`src/rtl/memory_stage.sv`:
```
// memory_stage_pkg / memory_stage
//
// Memory-access pipeline stage. Takes the EX record and issues dbus loads and stores
// using a valid/data_ok handshake. It aligns store data and byte strobes to the bus
// lanes, and it extracts and sign- or zero-extends load data. The result goes to
// writeback as a memory_data_t.
//
// Ports:
//   clk_i      pipeline clock
//   reset_i    synchronous, active-high reset (shared with the bus)
//   dataE_i    execute_data_t from EX
//   freeze_i   downstream/hazard freeze; a completed access is parked in HOLD
//   flush_i    kill the current EX record in IDLE (an issued access still completes)
//   dreq_o     dbus request: valid, addr, size, strobe, data
//   dresp_i    dbus response: addr_ok (unused), data_ok, data
//   dataM_o    memory_data_t to writeback
//   stallM_o   access in flight; upstream holds
//   misalign_o misaligned access flagged
//
// Optional feature: define MEM_MISALIGN_CHECK_EN to block misaligned accesses.
// A blocked access raises misalign_o and sets dataM.ctl.misalign.
package memory_stage_pkg;
  localparam int XLEN   = 64;
  localparam int BYTE_W = XLEN / 8;

  typedef enum logic [1:0] {MSIZE_B = 2'd0, MSIZE_H = 2'd1, MSIZE_W = 2'd2, MSIZE_D = 2'd3} msize_e;

  typedef struct packed {
    logic   regwrite;
    logic   memread;
    logic   memwrite;
    logic   mem_unsigned;
    msize_e msize;
    logic   misalign;
  } ctl_t;

  typedef struct packed {
    logic [XLEN-1:0] pc;
    logic [XLEN-1:0] alu_out;
    logic [XLEN-1:0] srcb;
    logic [4:0]      dst;
    ctl_t            ctl;
    logic            valid;
  } execute_data_t;

  typedef struct packed {
    logic [XLEN-1:0] pc;
    logic [XLEN-1:0] result;
    logic [4:0]      dst;
    ctl_t            ctl;
    logic            valid;
  } memory_data_t;

  typedef struct packed {
    logic              valid;
    logic [XLEN-1:0]   addr;
    msize_e            size;
    logic [BYTE_W-1:0] strobe;
    logic [XLEN-1:0]   data;
  } dbus_req_t;

  typedef struct packed {
    logic            addr_ok;
    logic            data_ok;
    logic [XLEN-1:0] data;
  } dbus_resp_t;
endpackage

module memory_stage
  import memory_stage_pkg::*;
(
  input  logic          clk_i,
  input  logic          reset_i,
  input  execute_data_t dataE_i,
  input  logic          freeze_i,
  input  logic          flush_i,
  output dbus_req_t     dreq_o,
  input  dbus_resp_t    dresp_i,
  output memory_data_t  dataM_o,
  output logic          stallM_o,
  output logic          misalign_o
);

  typedef enum logic [1:0] {IDLE, BUSY, HOLD} state_e;

  state_e        state_q, state_d;
  dbus_req_t     req_q, req_d;     // request replayed verbatim while BUSY
  execute_data_t rec_q, rec_d;     // EX record captured at issue; EX may change while BUSY
  memory_data_t  hold_q, hold_d;   // completed result parked across a freeze

  logic unused_addr_ok;
  assign unused_addr_ok = dresp_i.addr_ok;

  function automatic logic [XLEN-1:0] load_ext(input logic [XLEN-1:0] d, input logic [2:0] off,
                                               input msize_e sz, input logic uns);
    logic [XLEN-1:0] raw;
    raw = d >> {off, 3'b000};
    case (sz)
      MSIZE_B: load_ext = uns ? {{(XLEN-8){1'b0}}, raw[7:0]}   : {{(XLEN-8){raw[7]}}, raw[7:0]};
      MSIZE_H: load_ext = uns ? {{(XLEN-16){1'b0}}, raw[15:0]} : {{(XLEN-16){raw[15]}}, raw[15:0]};
      MSIZE_W: load_ext = uns ? {{(XLEN-32){1'b0}}, raw[31:0]} : {{(XLEN-32){raw[31]}}, raw[31:0]};
      default: load_ext = raw;
    endcase
  endfunction

  logic              mem_op, misal;
  logic [2:0]        off;
  logic [BYTE_W-1:0] bmask;
  dbus_req_t         new_req, req_c;
  execute_data_t     cur;
  memory_data_t      res_c;
  logic [XLEN-1:0]   mem_result;

  assign mem_op = dataE_i.valid & (dataE_i.ctl.memread | dataE_i.ctl.memwrite) & ~flush_i;
  assign off    = dataE_i.alu_out[2:0];

  always_comb begin
    case (dataE_i.ctl.msize)
      MSIZE_B: bmask = 8'h01;
      MSIZE_H: bmask = 8'h03;
      MSIZE_W: bmask = 8'h0F;
      default: bmask = 8'hFF;
    endcase
  end

`ifdef MEM_MISALIGN_CHECK_EN
  always_comb begin
    case (dataE_i.ctl.msize)
      MSIZE_B: misal = 1'b0;
      MSIZE_H: misal = off[0];
      MSIZE_W: misal = |off[1:0];
      default: misal = |off;
    endcase
  end
`else
  assign misal = 1'b0;
`endif

  // Lane alignment: bytes pushed past the top lane are simply dropped.
  always_comb begin
    new_req        = '0;
    new_req.valid  = 1'b1;
    new_req.addr   = dataE_i.alu_out;
    new_req.size   = dataE_i.ctl.msize;
    new_req.strobe = dataE_i.ctl.memwrite ? (bmask << off) : '0;
    new_req.data   = dataE_i.ctl.memwrite ? (dataE_i.srcb << {off, 3'b000}) : '0;
  end

  assign cur        = (state_q == BUSY) ? rec_q : dataE_i;
  assign mem_result = cur.ctl.memread
                      ? load_ext(dresp_i.data, cur.alu_out[2:0], cur.ctl.msize, cur.ctl.mem_unsigned)
                      : cur.alu_out;

  always_comb begin
    state_d      = state_q;
    req_d        = req_q;
    rec_d        = rec_q;
    hold_d       = hold_q;
    req_c        = '0;
    stallM_o     = 1'b0;
    misalign_o   = 1'b0;
    res_c.pc     = dataE_i.pc;
    res_c.result = dataE_i.alu_out;
    res_c.dst    = dataE_i.dst;
    res_c.ctl    = dataE_i.ctl;
    res_c.valid  = dataE_i.valid & ~flush_i;
    case (state_q)
      IDLE: begin
        if (mem_op && misal) begin
          misalign_o         = 1'b1;
          res_c.ctl.misalign = 1'b1;
        end else if (mem_op) begin
          req_c = new_req;
          if (dresp_i.data_ok) begin
            res_c.result = mem_result;
            if (freeze_i) begin
              hold_d  = res_c;
              state_d = HOLD;
            end
          end else begin
            stallM_o    = 1'b1;
            res_c.valid = 1'b0;
            req_d       = new_req;
            rec_d       = dataE_i;
            state_d     = BUSY;
          end
        end
      end
      BUSY: begin
        req_c = req_q;
        res_c = '{pc: rec_q.pc, result: mem_result, dst: rec_q.dst, ctl: rec_q.ctl, valid: 1'b1};
        if (dresp_i.data_ok) begin
          if (freeze_i) begin
            hold_d  = res_c;
            state_d = HOLD;
          end else begin
            state_d = IDLE;
          end
        end else begin
          stallM_o    = 1'b1;
          res_c.valid = 1'b0;
        end
      end
      default: begin // HOLD
        res_c = hold_q;
        if (!freeze_i) state_d = IDLE;
      end
    endcase
    dreq_o  = req_c;
    dataM_o = res_c;
  end

  always_ff @(posedge clk_i) begin
    if (reset_i) begin
      state_q <= IDLE;
      req_q   <= '0;
      rec_q   <= '0;
      hold_q  <= '0;
    end else begin
      state_q <= state_d;
      req_q   <= req_d;
      rec_q   <= rec_d;
      hold_q  <= hold_d;
    end
  end

endmodule

```
`config.mk`:
```
export PLATFORM = sky130hd
export DESIGN_NAME = memory_stage
export DESIGN_NICKNAME = d
export VERILOG_FILES = /design/src/rtl/memory_stage.sv
export SDC_FILE = /design/constraint.sdc
export NUM_CORES = 1
export LEC_CHECK = 0
export ABC_AREA = 1
export ABC_CLOCK_PERIOD_IN_PS = 5700
export BUFFER_PORTS_ARGS = -buffer_cell sky130_fd_sc_hd__buf_4
export CORE_MARGIN = 8
export CORE_UTILIZATION = 45
export DETAILED_ROUTE_END_ITERATION = 10
export HOLD_SLACK_MARGIN = 0.03
export PLACE_DENSITY = 0.67
export SYNTH_ARGS = -nofsm -noshare
export SYNTH_HDL_FRONTEND = slang
export SYNTH_SLANG_ARGS = --single-unit
```
`constraint.sdc`:
```
create_clock -name clk_i -period 5.7 [get_ports clk_i]
set_input_delay 0.57 -clock clk_i [delete_from_list [all_inputs] [get_ports clk_i]]
set_output_delay 0.57 -clock clk_i [all_outputs]
set_load 0.01 [all_outputs]
```
==> qor.yml, run 1 <==
power.internal_mw: 4.985
cts_hold_buf: 0
clk_pin_slew_ns: 0.06
antenna_left: 0
syn_inst: 3642
cts_sinks: 356
synth.avg_cell_area_sq_um: 6.128
finalCritPeriodShare: 0.9328
via_per_inst: 5.658
initial_core_util: 0.4559
max_stage_delay_ns: 0.83
register_area_sq_um: 7131
status: "finished clean"
setup-tns-final_ns: 0
fp.dieW_um: 238.7
synth_top_family_by_area: "compound AO/OA/AOI/OAI gates"
skew_ns: 0.01058
grt_overflow_total: 0
ir_worst_vdd_mv: 0.2075
synth_simple_gate_area_share: 0.2189
io_pins: 557
fmax_mhz: 188.1
multi_input_area_sq_um: 12720
criticalPathCategory: "reg2out"
synth_area_sq_um: 22320
antenna_found_initial: 8
power_density_nw_per_um2: 263.6
worst_setup_path_start_kind: "flip-flop"
rows: 81
maxCapViolations: 0
tightestPinTransition_ns: 1.174
cp-end-kind: "output pin"
synthArstFlopShare: 0
synth_compound_gate_area_share: 0.3406
clock_latency_ns: 0.57
setup_violations: 0
cts-root-buf: "clkbuf_16"
ys_seq_elements: 356
wl_per_cell_um: 20.44
synth-seq-area-share: 0.3193
seq_power_share: 0.363
cp_num_buf_inv: 4
drive_above_1_share: 0.1716
die_area_sq_um: 56980
period_needed_ns: 5.317
hold_class: "in2reg"
arrival_ns: 4.75
num-nets-final: 4236
cts_buffer_depth: 3
crit_family: "compound AO/OA/AOI/OAI gates"
grt_pass1_wl_mm: 142.7
place.gp.congestion: 0.9416
synth_cell_type_count: 38
cts-resized-gates: 0
leakage_nw: 13.01
io_buffer_count: 554
rsz0062_at_grt: "no"
fin_area_sq_um: 27920
vias: 26390
synth_edf_count: 0
grt_max_degree: 246
die_h_um: 238.7
yosysWarnings: 0
switchingPower_mw: 2.373
dpl-instance-area_sq_um: 26450
drc: 0
cp_slowest_cell: "o21ai_4"
area_delta_synth_final_pct: 25.08
cts_max_level: 2
drt-total-wl_mm: 95.35
synthXorXnorAreaFrac: 0
firstDrtPassIters: 5
core-area_sq_um: 48950
drt_iter0_drc: 2933
required_ns: 5.13
path_common_cell: "inv_2"
syn_nets: 3917
fillerInstances: 5006
combPwrFrac: 0.251
synth_fa_ha_area_frac: 0
worstPathCellList: "inv_2 -> nand2_8 -> inv_6 -> o21ai_4 -> inv_2 -> nor2_1 -> a21oi_1 -> o21ai_1 -> nand2_1 -> o211ai_1 -> nand3_1 -> buf_4"
cts_setup_buffers: 0
synthMuxAreaShare: 0.007176
ys.flop_type: "dfxtp_1"
swShare: 0.3225
p_clk_frac: 0.385
grt_pass1_vias: 23860
cts_buffers: 42
path_max_fanout: 37
hold_viol_final: 0
hpwl_mm: 64.71
tritoncts: "yes"
slew_viol_final: 0
grt_usage: 0.3122
slew-limit-headroom: 0.2172
[worst paths after layout]
kind / cells after the start / end / slack, ns / from
setup reg to reg: 11 / hold_q[40]$_SDFFE_PP0P_ / 1.58 / state_q[1]$_SDFFE_PP0P_
setup / recovery: 12 / dataM_o[40] / 0.38 / state_q[1]$_SDFFE_PP0P_
hold / removal: 3 / rec_q[193]$_SDFFE_PP0P_ / 0.24 / dataE_i[193]
hold reg to reg: 2 / req_q[5]$_SDFFE_PP0P_ / 0.46 / req_q[5]$_SDFFE_PP0P_
[worst min-delay path: stages]
cell and delay (ns):
buf_4 0.10, nor2_1 0.04, nor2_1 0.08
[registers in the layout, indices dropped and copies added, names as in the netlist]
signal   flops
req_q       73
hold_q     141
rec_q      140
state_q      2
[cells in the mapped netlist, types with 5 or more instances]
cell / instances / share of area
nand2_1: 919 / 0.15
o21ai_0: 658 / 0.15
dfxtp_1: 356 / 0.32
a21oi_1: 344 / 0.077
inv_1: 336 / 0.057
clkbuf_1: 246 / 0.041
nor2_1: 166 / 0.028
nand3_1: 141 / 0.032
o211ai_1: 88 / 0.030
a31oi_1: 73 / 0.020
o22ai_1: 49 / 0.014
a22oi_1: 47 / 0.016
o21ai_1: 38 / 0.0085
buf_2: 35 / 0.0078
o21bai_1: 31 / 0.010
buf_1: 26 / 0.0044
a32o_1: 23 / 0.010
mux2i_1: 16 / 0.0072
a221o_1: 8 / 0.0036
inv_2: 7 / 0.0012
buf_4: 5 / 0.0017
clkinv_1: 5 / 0.00084
nand2_2: 5 / 0.0014
[power by group through the flow]
stage,combinational [mW],clock [mW],sequential [mW]
2_1_floorplan,1.04,0,2.71
3_3_place_gp,1.81,0,2.72
3_5_place_dp,1.82,0,2.72
4_1_cts,1.83,2.87,2.67
5_1_grt,2.00,2.97,2.69
6_report,1.85,2.84,2.67
[routing by layer]
metal  wire, um  vias to the layer above  GRT usage
met3       9021                      155    0.07872
met5          0                        -          0
met1      38570                    12190     0.3951
met4       3563                        0     0.1122
met2      44200                     1147     0.5101
li1           -                    12890          -
[cells by family after synthesis]
group	Yosys count
mux	16
other cells	1
buf+inv	660
flops	356
compound gates	1367
simple gates	1242
[cells in the final DEF, fill, tap and decap left out, types with 13 or more instances in the layout]
cell	instances
clkbuf_8	13
nand3_1	141
o211ai_1	88
o21ai_0	658
dfxtp_1	355
a32o_1	23
mux2i_1	16
buf_4	584
nor2_1	162
a22oi_1	47
nand2_1	919
inv_1	334
o21ai_1	37
a31oi_1	73
a21oi_1	344
o21bai_1	31
o22ai_1	49
clkbuf_16	43
[layout make-up]
cell class              count  share of cell area
flip-flops and latches    356              0.2554
well taps                 664             0.02976
diodes                      7           0.0006275
inverters                 348             0.04733
repair buffers            587              0.1592
multi-input cells        2626              0.4557
clock buffers              63             0.04590
clock inverters            13            0.006006
[metrics by stage]
stage	cells	util	power [mW]	hold slack (ns)	setup WS (ns)
after floorplan	3642	-	3.744	0.4245	2.857
after global placement	4581	0.5403	4.535	0.4399	1.127
after detailed placement	4581	0.5403	4.546	0.4427	1.086
after CTS	4657	0.5699	7.374	0.2131	0.4618
after global routing	4662	0.5702	7.664	0.2299	0.2088
final	4664	0.5703	7.359	0.2419	0.3831
Power figures use the tool's default switching activity.
==> run 2, diff against run 1 <==
==> constraint.sdc (replaced) <==
create_clock -name clk_i -period 5.7 [get_ports clk_i]
set_input_delay 1.14 -clock clk_i [delete_from_list [all_inputs] [get_ports clk_i]]
set_output_delay 1.14 -clock clk_i [all_outputs]
set_load 0.01 [all_outputs]
==> run 2 against run 1 <==
Against the previous run:
- die area unchanged
- first-iteration DRC count is 1.3% lower
- register-to-register slack hardly changed
- count of clock-buffer cells in the layout is 4 lower
- final cell count grew 0.21%
- clock skew grew 0.013 ns
- utilization about the same
- worst setup slack gained 0.15 ns
==> qor.yml, run 2 (synthesis gave the netlist of run 1 again) <==
status: "finished clean"  # unchanged
cts_max_level: 2  # unchanged
antenna_found_initial: 14  # was 8
r2r_cells: 11  # unchanged
via_per_inst: 5.663  # was 5.658
grt_usage: 0.3149  # was 0.3122
period_needed_ns: 5.164  # was 5.317 ns
tightestPinTransition_ns: 1.205  # was 1.174 ns
drt-total-wl_mm: 95.76  # was 95.35 mm
holdWs_ns: 0.4522  # was 0.2419 ns
fp.dieW_um: 238.7  # unchanged
rows: 81  # unchanged
required_ns: 4.56  # was 5.13 ns
worstHoldStart: "req_q[5]$_SDFFE_PP0P_"  # was dataE_i[193]
grt_overflow_total: 0  # unchanged
cts_sinks: 356  # unchanged
num-nets-final: 4247  # was 4,236
setup-tns-final_ns: 0  # unchanged
fmax_mhz: 193.7  # was 188.1 MHz
cts_hold_buf: 0  # unchanged
worst_setup_path_start_kind: "primary input"  # was flip-flop
clock_latency_ns: 0.58  # was 0.57 ns
grt_pass1_vias: 23920  # was 23,860
final_cells: 4674  # was 4,664
maxCapViolations: 0  # unchanged
final_cell_mix: "nand2_1 (919), o21ai_0 (658), buf_4 (595)"  # was nand2_1 (919), o21ai_0 (658), buf_4 (584)
leakage_nw: 13.02  # was 13.01 nW
drt_iter0_drc: 2894  # was 2,933
cts_buffer_depth: 3  # unchanged
criticalPathCategory: "in2out"  # was reg2out
cts-resized-gates: 0  # unchanged
post-place-cells: 4591  # was 4,581
io_pins: 557  # unchanged
rsz0062_at_grt: "no"  # unchanged
place_ws_ns: 0.6030  # was 1.086 ns
p_total_mw: 7.288  # was 7.359 mW
area_delta_synth_final_pct: 25.06  # was 25.08%
wl_per_cell_um: 20.49  # was 20.44 um
clk_pin_slew_ns: 0.06  # about the same
path_max_fanout: 48  # was 37
top_regs: "hold_q x141, rec_q x140, req_q x73"  # unchanged
worstPathCellList: "buf_4 -> nand2_1 -> o21ai_4 -> nand3_1 -> nand3_1 -> nand3_1 -> nand2_2 -> inv_2 -> o21ai_0 -> nand2_1 -> o21bai_1 -> buf_4"  # was inv_2 -> nand2_8 -> inv_6 -> o21ai_4 -> inv_2 -> nor2_1 -> a21oi_1 -> o21ai_1 -> nand2_1 -> o211ai_1 -> nand3_1 -> buf_4
reg2reg_slack_ns: 1.58  # about the same
path_common_cell: "nand3_1"  # was inv_2
finalCritPeriodShare: 0.9059  # was 0.9328
vias: 26470  # was 26,390
startpoint: "dataE_i[78]"  # was state_q[1]$_SDFFE_PP0P_
initial_core_util: 0.4559  # unchanged
cp-end-kind: "output pin"  # unchanged
max_stage_delay_ns: 0.53  # was 0.83 ns
io_buffer_count: 554  # unchanged
slew_viol_final: 0  # unchanged
core-area_sq_um: 48950  # unchanged
fin_area_sq_um: 27910  # was 27,920 sq um
cts-root-buf: "clkbuf_16"  # unchanged
hold_class: "reg2reg"  # was in2reg
cts_setup_buffers: 0  # unchanged
antenna_left: 0  # unchanged
cp_slowest_cell: "nand2_2"  # was o21ai_4
cts_buffers: 43  # was 42
hold_viol_final: 0  # unchanged
grt_max_degree: 246  # unchanged
ir_worst_vdd_mv: 0.2778  # was 0.2075 mV
final_util: 0.5702  # was 0.5703
worst_slack_ns: 0.5364  # was 0.3831 ns
arrival_ns: 4.02  # was 4.75 ns
place.gp.congestion: 0.9614  # was 0.9416
largest_register: "hold_q"  # unchanged
firstDrtPassIters: 5  # unchanged
fillerInstances: 5002  # was 5,006
endpoint: "dataM_o[29]"  # was dataM_o[40]
grt_pass1_wl_mm: 143.5  # was 142.7 mm
setup_violations: 0  # unchanged
power_density_nw_per_um2: 261.1  # was 263.6 nW/um^2
die_h_um: 238.7  # unchanged
hpwl_mm: 65.34  # was 64.71 mm
drive_above_1_share: 0.1725  # was 0.1716
largest_reg_flops: 141  # unchanged
slew-limit-headroom: 0.1967  # was 0.2172
dpl-instance-area_sq_um: 26510  # was 26,450 sq um
drc: 0  # unchanged
die_area_sq_um: 56980  # unchanged
tritoncts: "yes"  # unchanged
skew_ns: 0.02335  # was 0.01058 ns
layout.cells.most_common: "nand2_1"  # unchanged
reg2reg_from: "state_q[1]$_SDFFE_PP0P_"  # unchanged
rr_endpoint: "req_q[58]$_SDFFE_PP0P_"  # was hold_q[40]$_SDFFE_PP0P_
[run 2: cell count changes in the layout (fill, tap and decap cells not counted), sizes merged]
cell,delta
buf,+10
clkinvlp,-2
clkinv,+3
clkbuf,-4
diode,+3
[run 2: final cells by class]
class | count | area, sq um | share of cell area
antenna | 10 | 25.02 | 0.0008966
clock buffer | 59 | 1206 | 0.04322
clock inverter | 14 | 167.7 | 0.006007
inverter | 348 | 1321 | 0.04734
multi-input combinational | 2626 | 12720 | 0.4558
sequential | 356 | 7131 | 0.2555
tap | 664 | 830.8 | 0.02977
timing repair buffer | 597 | 4507 | 0.1615
[run 2: worst min-delay path by stage]
stage | to | slack [ns] | cells after the start
after detailed placement | req_q[5]$_SDFFE_PP0P_ | 0.44 | 2
final | req_q[5]$_SDFFE_PP0P_ | 0.45 | 2
after floorplan | req_q[0]$_SDFFE_PP0P_ | 0.42 | 2
after global routing | req_q[1]$_SDFFE_PP0P_ | 0.47 | 2
after global placement | req_q[138]$_SDFFE_PP0P_ | 0.44 | 2
after CTS | req_q[5]$_SDFFE_PP0P_ | 0.45 | 2
[run 2: layer usage]
layer	global-route usage	part of all wire	routed length (um)
met4	0.1182	0.034	3240
met1	0.3915	0.40	38290
met5	0	0.00064	61
met2	0.5208	0.47	45180
met3	0.07976	0.094	8981
[run 2: worst max-delay path: cells and delay by family]
kind / cells / cell delay, ns
AO/OA/AOI/OAI: 3 / 0.66
AND/OR/NAND/NOR: 6 / 1.32
buffers and inverters: 3 / 0.85
[run 2: power by group]
part	total (mW)	switching [mW]	internal [mW]
Combinational	1.86	1.18	0.681
Sequential	2.67	0.0506	2.62
Clock	2.76	1.15	1.61
